[src/rtl/instr_mem_prog_if.sv]
// Fetch and programming signals between the core, the loader and instr_mem_prog.
// Modport master is used by the core/loader side and modport slave by the memory.
interface instr_mem_prog_if #(
    parameter int DATA_W = 8,
    parameter int ADDR_W = 8
);
    logic [ADDR_W-1:0] PC;
    logic              Fetch_Req;
    logic [DATA_W-1:0] Instruction_Code;
    logic              Fetch_Valid;
    logic              Addr_Err;
    logic              Prog_Valid;
    logic              Prog_Ready;
    logic [ADDR_W-1:0] Prog_Addr;
    logic [DATA_W-1:0] Prog_Data;
    logic              Busy;

    modport master (
        output PC, Fetch_Req, Prog_Valid, Prog_Addr, Prog_Data,
        input  Instruction_Code, Fetch_Valid, Addr_Err, Prog_Ready, Busy
    );

    modport slave (
        input  PC, Fetch_Req, Prog_Valid, Prog_Addr, Prog_Data,
        output Instruction_Code, Fetch_Valid, Addr_Err, Prog_Ready, Busy
    );
endinterface

[src/rtl/instr_mem_prog.sv]
// Programmable instruction memory: a boot sequencer loads a default image, then fetches are served.
// Latency: fetch data registered 1 cycle after Fetch_Req; boot takes DEPTH cycles after reset release.
// Backpressure: Prog_Ready low while booting, always high in RUN; fetches ignored while booting.
module instr_mem_prog #(
    parameter int DATA_W = 8,
    parameter int ADDR_W = 8,
    parameter int DEPTH  = 16
) (
    input  logic            Clk,
    input  logic            Reset,
    instr_mem_prog_if.slave bus
);
    localparam int CNT_W = $clog2(DEPTH + 1);
    localparam int IDX_W = $clog2(DEPTH);
    localparam logic [ADDR_W:0]  DEPTH_X  = (ADDR_W + 1)'(DEPTH);
    localparam logic [CNT_W-1:0] LAST_IDX = CNT_W'(DEPTH - 1);

    typedef enum logic {
        BOOT = 1'b0,
        RUN  = 1'b1
    } state_t;

    state_t            state, state_nxt;
    logic [CNT_W-1:0]  boot_cnt, boot_cnt_nxt;
    logic              boot_we;
    logic              prog_rdy;
    logic              busy;
    logic              prog_addr_ok;
    logic              prog_we;
    logic              pc_ok;
    logic [DATA_W-1:0] instr_dat;
    logic              fetch_vld;
    logic              addr_err;
    logic [DATA_W-1:0] mem [DEPTH];

    function automatic logic [DATA_W-1:0] image_word(input logic [CNT_W-1:0] idx);
        logic [7:0] b;
        case (idx)
            CNT_W'(0): b = 8'h2B;
            CNT_W'(1): b = 8'h6A;
            CNT_W'(2): b = 8'h63;
            CNT_W'(3): b = 8'hC1;
            CNT_W'(4): b = 8'h14;
            CNT_W'(5): b = 8'h55;
            default:   b = 8'h00;
        endcase
        return DATA_W'(b);
    endfunction

    always_ff @(posedge Clk or negedge Reset) begin
        if (!Reset) begin
            state    <= BOOT;
            boot_cnt <= '0;
        end else begin
            state    <= state_nxt;
            boot_cnt <= boot_cnt_nxt;
        end
    end

    always_comb begin
        state_nxt    = state;
        boot_cnt_nxt = boot_cnt;
        boot_we      = 1'b0;
        prog_rdy     = 1'b0;
        busy         = 1'b0;
        case (state)
            BOOT: begin
                busy         = 1'b1;
                boot_we      = 1'b1;
                boot_cnt_nxt = boot_cnt + 1'b1;
                if (boot_cnt == LAST_IDX) begin
                    state_nxt = RUN;
                end
            end
            RUN: begin
                prog_rdy = 1'b1;
            end
            default: begin
                state_nxt = BOOT;
            end
        endcase
    end

    // Legality is decided only by comparison against DEPTH; out-of-range addresses never alias.
    assign prog_addr_ok = {1'b0, bus.Prog_Addr} < DEPTH_X;
    assign pc_ok        = {1'b0, bus.PC} < DEPTH_X;
    assign prog_we      = bus.Prog_Valid && prog_rdy && prog_addr_ok;

    always_ff @(posedge Clk) begin
        if (boot_we) begin
            mem[boot_cnt[IDX_W-1:0]] <= image_word(boot_cnt);
        end else if (prog_we) begin
            mem[bus.Prog_Addr[IDX_W-1:0]] <= bus.Prog_Data;
        end
    end

    // Read samples mem before this edge's write lands, so a colliding fetch sees old data.
    always_ff @(posedge Clk or negedge Reset) begin
        if (!Reset) begin
            instr_dat <= '0;
            fetch_vld <= 1'b0;
            addr_err  <= 1'b0;
        end else if (state == RUN && bus.Fetch_Req) begin
            fetch_vld <= 1'b1;
            addr_err  <= !pc_ok;
            instr_dat <= pc_ok ? mem[bus.PC[IDX_W-1:0]] : '0;
        end else begin
            fetch_vld <= 1'b0;
        end
    end

    assign bus.Instruction_Code = instr_dat;
    assign bus.Fetch_Valid      = fetch_vld;
    assign bus.Addr_Err         = addr_err;
    assign bus.Prog_Ready       = prog_rdy;
    assign bus.Busy             = busy;

endmodule

[src/flat_wrapper.sv]
// flat-port wrapper written by rule: the top's interface ports become plain ports
module instr_mem_prog_flat 
#(
    parameter int DATA_W = 8,
    parameter int ADDR_W = 8,
    parameter int DEPTH  = 16
)
  (Clk, Reset, bus_PC, bus_Fetch_Req, bus_Prog_Valid, bus_Prog_Addr, bus_Prog_Data, bus_Instruction_Code, bus_Fetch_Valid, bus_Addr_Err, bus_Prog_Ready, bus_Busy);
  instr_mem_prog_if #(.DATA_W(DATA_W), .ADDR_W(ADDR_W)) bus_i ();
  input  logic Clk;
  input  logic Reset;
  input wire logic [$bits(bus_i.PC)-1:0] bus_PC;
  input wire logic [$bits(bus_i.Fetch_Req)-1:0] bus_Fetch_Req;
  input wire logic [$bits(bus_i.Prog_Valid)-1:0] bus_Prog_Valid;
  input wire logic [$bits(bus_i.Prog_Addr)-1:0] bus_Prog_Addr;
  input wire logic [$bits(bus_i.Prog_Data)-1:0] bus_Prog_Data;
  output wire logic [$bits(bus_i.Instruction_Code)-1:0] bus_Instruction_Code;
  output wire logic [$bits(bus_i.Fetch_Valid)-1:0] bus_Fetch_Valid;
  output wire logic [$bits(bus_i.Addr_Err)-1:0] bus_Addr_Err;
  output wire logic [$bits(bus_i.Prog_Ready)-1:0] bus_Prog_Ready;
  output wire logic [$bits(bus_i.Busy)-1:0] bus_Busy;
  assign bus_i.PC = bus_PC;
  assign bus_i.Fetch_Req = bus_Fetch_Req;
  assign bus_i.Prog_Valid = bus_Prog_Valid;
  assign bus_i.Prog_Addr = bus_Prog_Addr;
  assign bus_i.Prog_Data = bus_Prog_Data;
  assign bus_Instruction_Code = bus_i.Instruction_Code;
  assign bus_Fetch_Valid = bus_i.Fetch_Valid;
  assign bus_Addr_Err = bus_i.Addr_Err;
  assign bus_Prog_Ready = bus_i.Prog_Ready;
  assign bus_Busy = bus_i.Busy;
  instr_mem_prog #(.DATA_W(DATA_W), .ADDR_W(ADDR_W), .DEPTH(DEPTH)) u_core (.Clk(Clk), .Reset(Reset), .bus(bus_i));
endmodule
[config.mk]
export PLATFORM = sky130hd
export DESIGN_NAME = instr_mem_prog_flat
export DESIGN_NICKNAME = d
export VERILOG_FILES = /design/src/rtl/instr_mem_prog_if.sv /design/src/rtl/instr_mem_prog.sv /design/src/flat_wrapper.sv
export SDC_FILE = /design/constraint.sdc
export NUM_CORES = 1
export LEC_CHECK = 0
export CAP_MARGIN = 40
export CORE_AREA = 10 10 104 198
export CTS_BUF_LIST = sky130_fd_sc_hd__clkbuf_4 sky130_fd_sc_hd__clkbuf_8
export DETAILED_ROUTE_END_ITERATION = 16
export DIE_AREA = 0 0 114 208
export PLACE_DENSITY = 0.64
export RECOVER_POWER = 100
export SYNTH_ARGS = -nofsm -noshare
export SYNTH_HDL_FRONTEND = slang
export SYNTH_SLANG_ARGS = --single-unit
export TNS_END_PERCENT = 50
[constraint.sdc]
create_clock -name Clk -period 2.35 [get_ports Clk]
set_input_delay 0.47 -clock Clk [delete_from_list [all_inputs] [get_ports Clk]]
set_output_delay 0.47 -clock Clk [all_outputs]
set_load 0.02 [all_outputs]
==> flow_metrics.py <==
metrics = {
    "outcome": {
        "status": "finished, final reports clean",
    },
    "floorplanning": {
        "rows": 68,
        "fp.coreArea_mm2": 0.0174,
        "die_height_um": 208,
        "die_area_mm2": 0.0237,
        "initial_utilization_pct": 34.3,
        "ioPinCount": 40,
        "fp.dieW_um": 114,
    },
    "power_and_ir_drop": {
        "power.density_mw_per_mm2": 691,
        "p_leak_nw": 2.76,
        "vdd_ir_drop_max_mv": 0.360,
        "finalPower_mw": 4.98,
    },
    "routing": {
        "viasPerCell": 5.00,
        "ant_nets": 0,
        "first_pass_iters": 5,
        "wl_met1_um": 4400,
        "drc": 0,
        "wire_per_inst_um": 19.6,
        "routed-via-count": 3327,
        "initialDrtViolationCount": 176,
        "dr_wl_met3_um": 635,
        "routed_wl_um": 13000,
        "dr_wl_met2_um": 7670,
        "top_layer_used": "met4",
    },
    "logic_synthesis": {
        "ys_seq_area_share_pct": 71.3,
        "ys_warn_count": 0,
        "synth_cell_types": 36,
        "synth_common_cells": "edfxtp_1, mux2i_1, nor2_1, nand2_1, a22oi_1",
        "synth_top_area_share_pct": 64.6,
        "syn_inst": 359,
        "ys_async_sr_fraction_pct": 11.1,
        "syn-cell-area_mm2": 0.00595,
        "synth.most_common_cell": "edfxtp_1",
        "syn_nets": 392,
        "ys_top_cells_by_area": "edfxtp_1, dfrtp_1, mux2i_1",
        "synthFlopType": "edfxtp_1",
        "avgSynthCellArea_um2": 16.6,
        "synth_area_leader_cell": "edfxtp_1",
        "synth_edf_count": 128,
        "synth_seq_cells": 144,
    },
    "timing": {
        "rsz0062_at_grt": "no",
        "min_period_over_period_pct": 93.4,
        "hold_violations": 0,
        "setup_violations": 0,
        "worst_pin_slew_ns": 1.09,
        "skew_ns": 0.00862,
        "slew_viol_final": 0,
        "slew_headroom_pct": 27.2,
        "fmaxAchievable_mhz": 456,
        "fin_crit_ns": 2.19,
    },
    "global_routing": {
        "gr-total-overflow": 0,
        "grt.total_usage_pct": 11.3,
        "grt_pass1_wl_um": 20500,
        "grt_max_degree": 33,
        "first_global_vias": 3708,
        "antenna_found_initial": 0,
    },
    "cts": {
        "cts_buffers": 17,
        "clock_sinks": 144,
        "cts_resized": 0,
        "cts_setup_buffers": 0,
        "cts_buffer_depth": 2,
        "hold_buffers": 0,
        "clk_latency_ns": 0.43,
        "ctsHtreeMaxLevel": 4,
        "tritoncts": "yes",
        "ctsRootBufferMaster": "clkbuf_8",
        "path_clk_slew_ns": 0.08,
    },
    "worst_hold_path": {
        "hp-class": "register to register",
        "min_delay_path_depth": 2,
        "min_from": "u_core.bus.Instruction_Code[2]",
        "hold_path_end": "u_core.bus.Instruction_Code[2]",
    },
    "cells_and_area": {
        "multiInputGateArea_mm2": 0.00154,
        "diodes": 0,
        "area_delta_synth_final_pct": 21.2,
        "layout-drive-gt1-share_pct": 22.4,
        "stdcell_count": 666,
        "fillers": 1598,
        "final_nets": 476,
        "seq_area_mm2": 0.00424,
    },
    "setup_path": {
        "crit_path_max_fanout": 8,
        "crit_path_end_kind": "register",
        "required_ns": 2.68,
        "reg2reg_slack_ns": 0.32,
        "cp-start-kind": "primary input",
        "reg2reg_depth": 6,
        "r2r_start": "u_core.boot_cnt[0]",
        "worst-endpoint-arrival_ns": 2.53,
        "reg2reg_to": "u_core.mem[11][4]",
        "worstSetupPathType": "primary input to register",
    },
    "place": {
        "dp_hpwl_um": 9760,
        "place.gp.congestion": 0.823,
        "dp.cells": 634,
        "portBuffers": 39,
    },
    "run": {
        "drv_cap": 0,
    },
}
-- worst max-delay path, cell delays in order --
cell and delay [ns]:
dlygate4sd3_1 0.52, or4_1 0.54, or4b_1 0.69, o2111ai_1 0.31
-- cell usage in the layout (no fill, tap or decap), drive strengths merged, types with 2 or more instances in the layout --
| cell | instances |
|---|---|
| a21o | 4 |
| a22oi | 17 |
| a32oi | 4 |
| and3 | 2 |
| buf | 26 |
| bufinv | 3 |
| clkbuf | 36 |
| clkdlybuf4s50 | 25 |
| clkinv | 11 |
| clkinvlp | 4 |
| dfrtp | 16 |
| dlygate4sd3 | 13 |
| edfxtp | 128 |
| ha | 5 |
| inv | 12 |
| mux2 | 3 |
| mux2i | 36 |
| mux4 | 16 |
| nand2 | 24 |
| nand3 | 10 |
| nor2 | 27 |
| nor2b | 5 |
| nor3 | 4 |
| nor4 | 2 |
| o2111ai | 7 |
| o21ai | 4 |
| o41ai | 2 |
| xnor2 | 3 |
-- per-stage QoR --
step / TNS (ns) / setup slack (ns) / hold WS (ns) / cell area, µm² / utilization (%)
final: 0 / 0.155 / 0.490 / 7210 / 41.6
after global routing: 0 / 0.0417 / 0.522 / 7210 / 41.6
after CTS: 0 / 0.131 / 0.349 / 7380 / 42.5
after detailed placement: -49.69 / -0.301 / 0.480 / 6960 / 40.1
after global placement: -51.12 / -0.342 / 0.485 / 6960 / 40.1
after floorplan: -6.46 / -0.202 / 0.174 / 5950 / -
-- metal layers --
layer  vias to the layer above  track usage (%)
li1                       1563                -
met1                      1663             10.7
met2                        85             21.6
met3                        16             2.94
met4                         0             4.63
met5                         -                0
-- sequential cells by signal, summed over array words and instances (netlist names) --
name and count:
u_core.bus.Addr_Err 1, u_core.mem 128, u_core.state 1, u_core.bus.Instruction_Code 8
u_core.bus.Fetch_Valid 1, u_core.boot_cnt 5
-- how the worst max path moves through the flow --
| stage | from | to | slack (ns) | cells past startpoint |
|---|---|---|---|---|
| after floorplan | u_core.state | u_core.mem[0][6] | -0.20 | 5 |
| after global placement | bus_Prog_Addr[6] | u_core.mem[3][2] | -0.34 | 6 |
| after detailed placement | bus_Prog_Addr[6] | u_core.mem[3][0] | -0.30 | 6 |
| after CTS | u_core.state | bus_Busy | 0.13 | 3 |
| after global routing | bus_Prog_Addr[6] | u_core.mem[11][1] | 0.04 | 7 |
| final | bus_PC[4] | u_core.bus.Instruction_Code[1] | 0.16 | 4 |
-- area by class of cell --
cell class / count / area share (%)
clock buffers: 17 / 3.24
flip-flops and latches: 144 / 58.8
repair buffers: 83 / 9.58
inverters: 15 / 0.781
clock inverters: 15 / 2.55
multi-input cells: 182 / 21.4
well taps: 210 / 3.64
-- where the power goes --
| part | internal [mW] | switching [mW] |
|---|---|---|
| registers | 2.76 | 0.00220 |
| clock network | 1.06 | 0.941 |
| logic | 0.112 | 0.107 |
| total | 3.93 | 1.05 |
-- logic make-up after synthesis --
family | count (synthesis) | synth area share (%)
buf+inv | 33 | 2.36
compound gates | 40 | 5.85
xor+xnor | 3 | 0.442
mux | 55 | 12.7
flops | 144 | 71.3
fa+ha+maj | 5 | 1.05
simple gates | 79 | 6.29
Power figures use the tool's default switching activity.
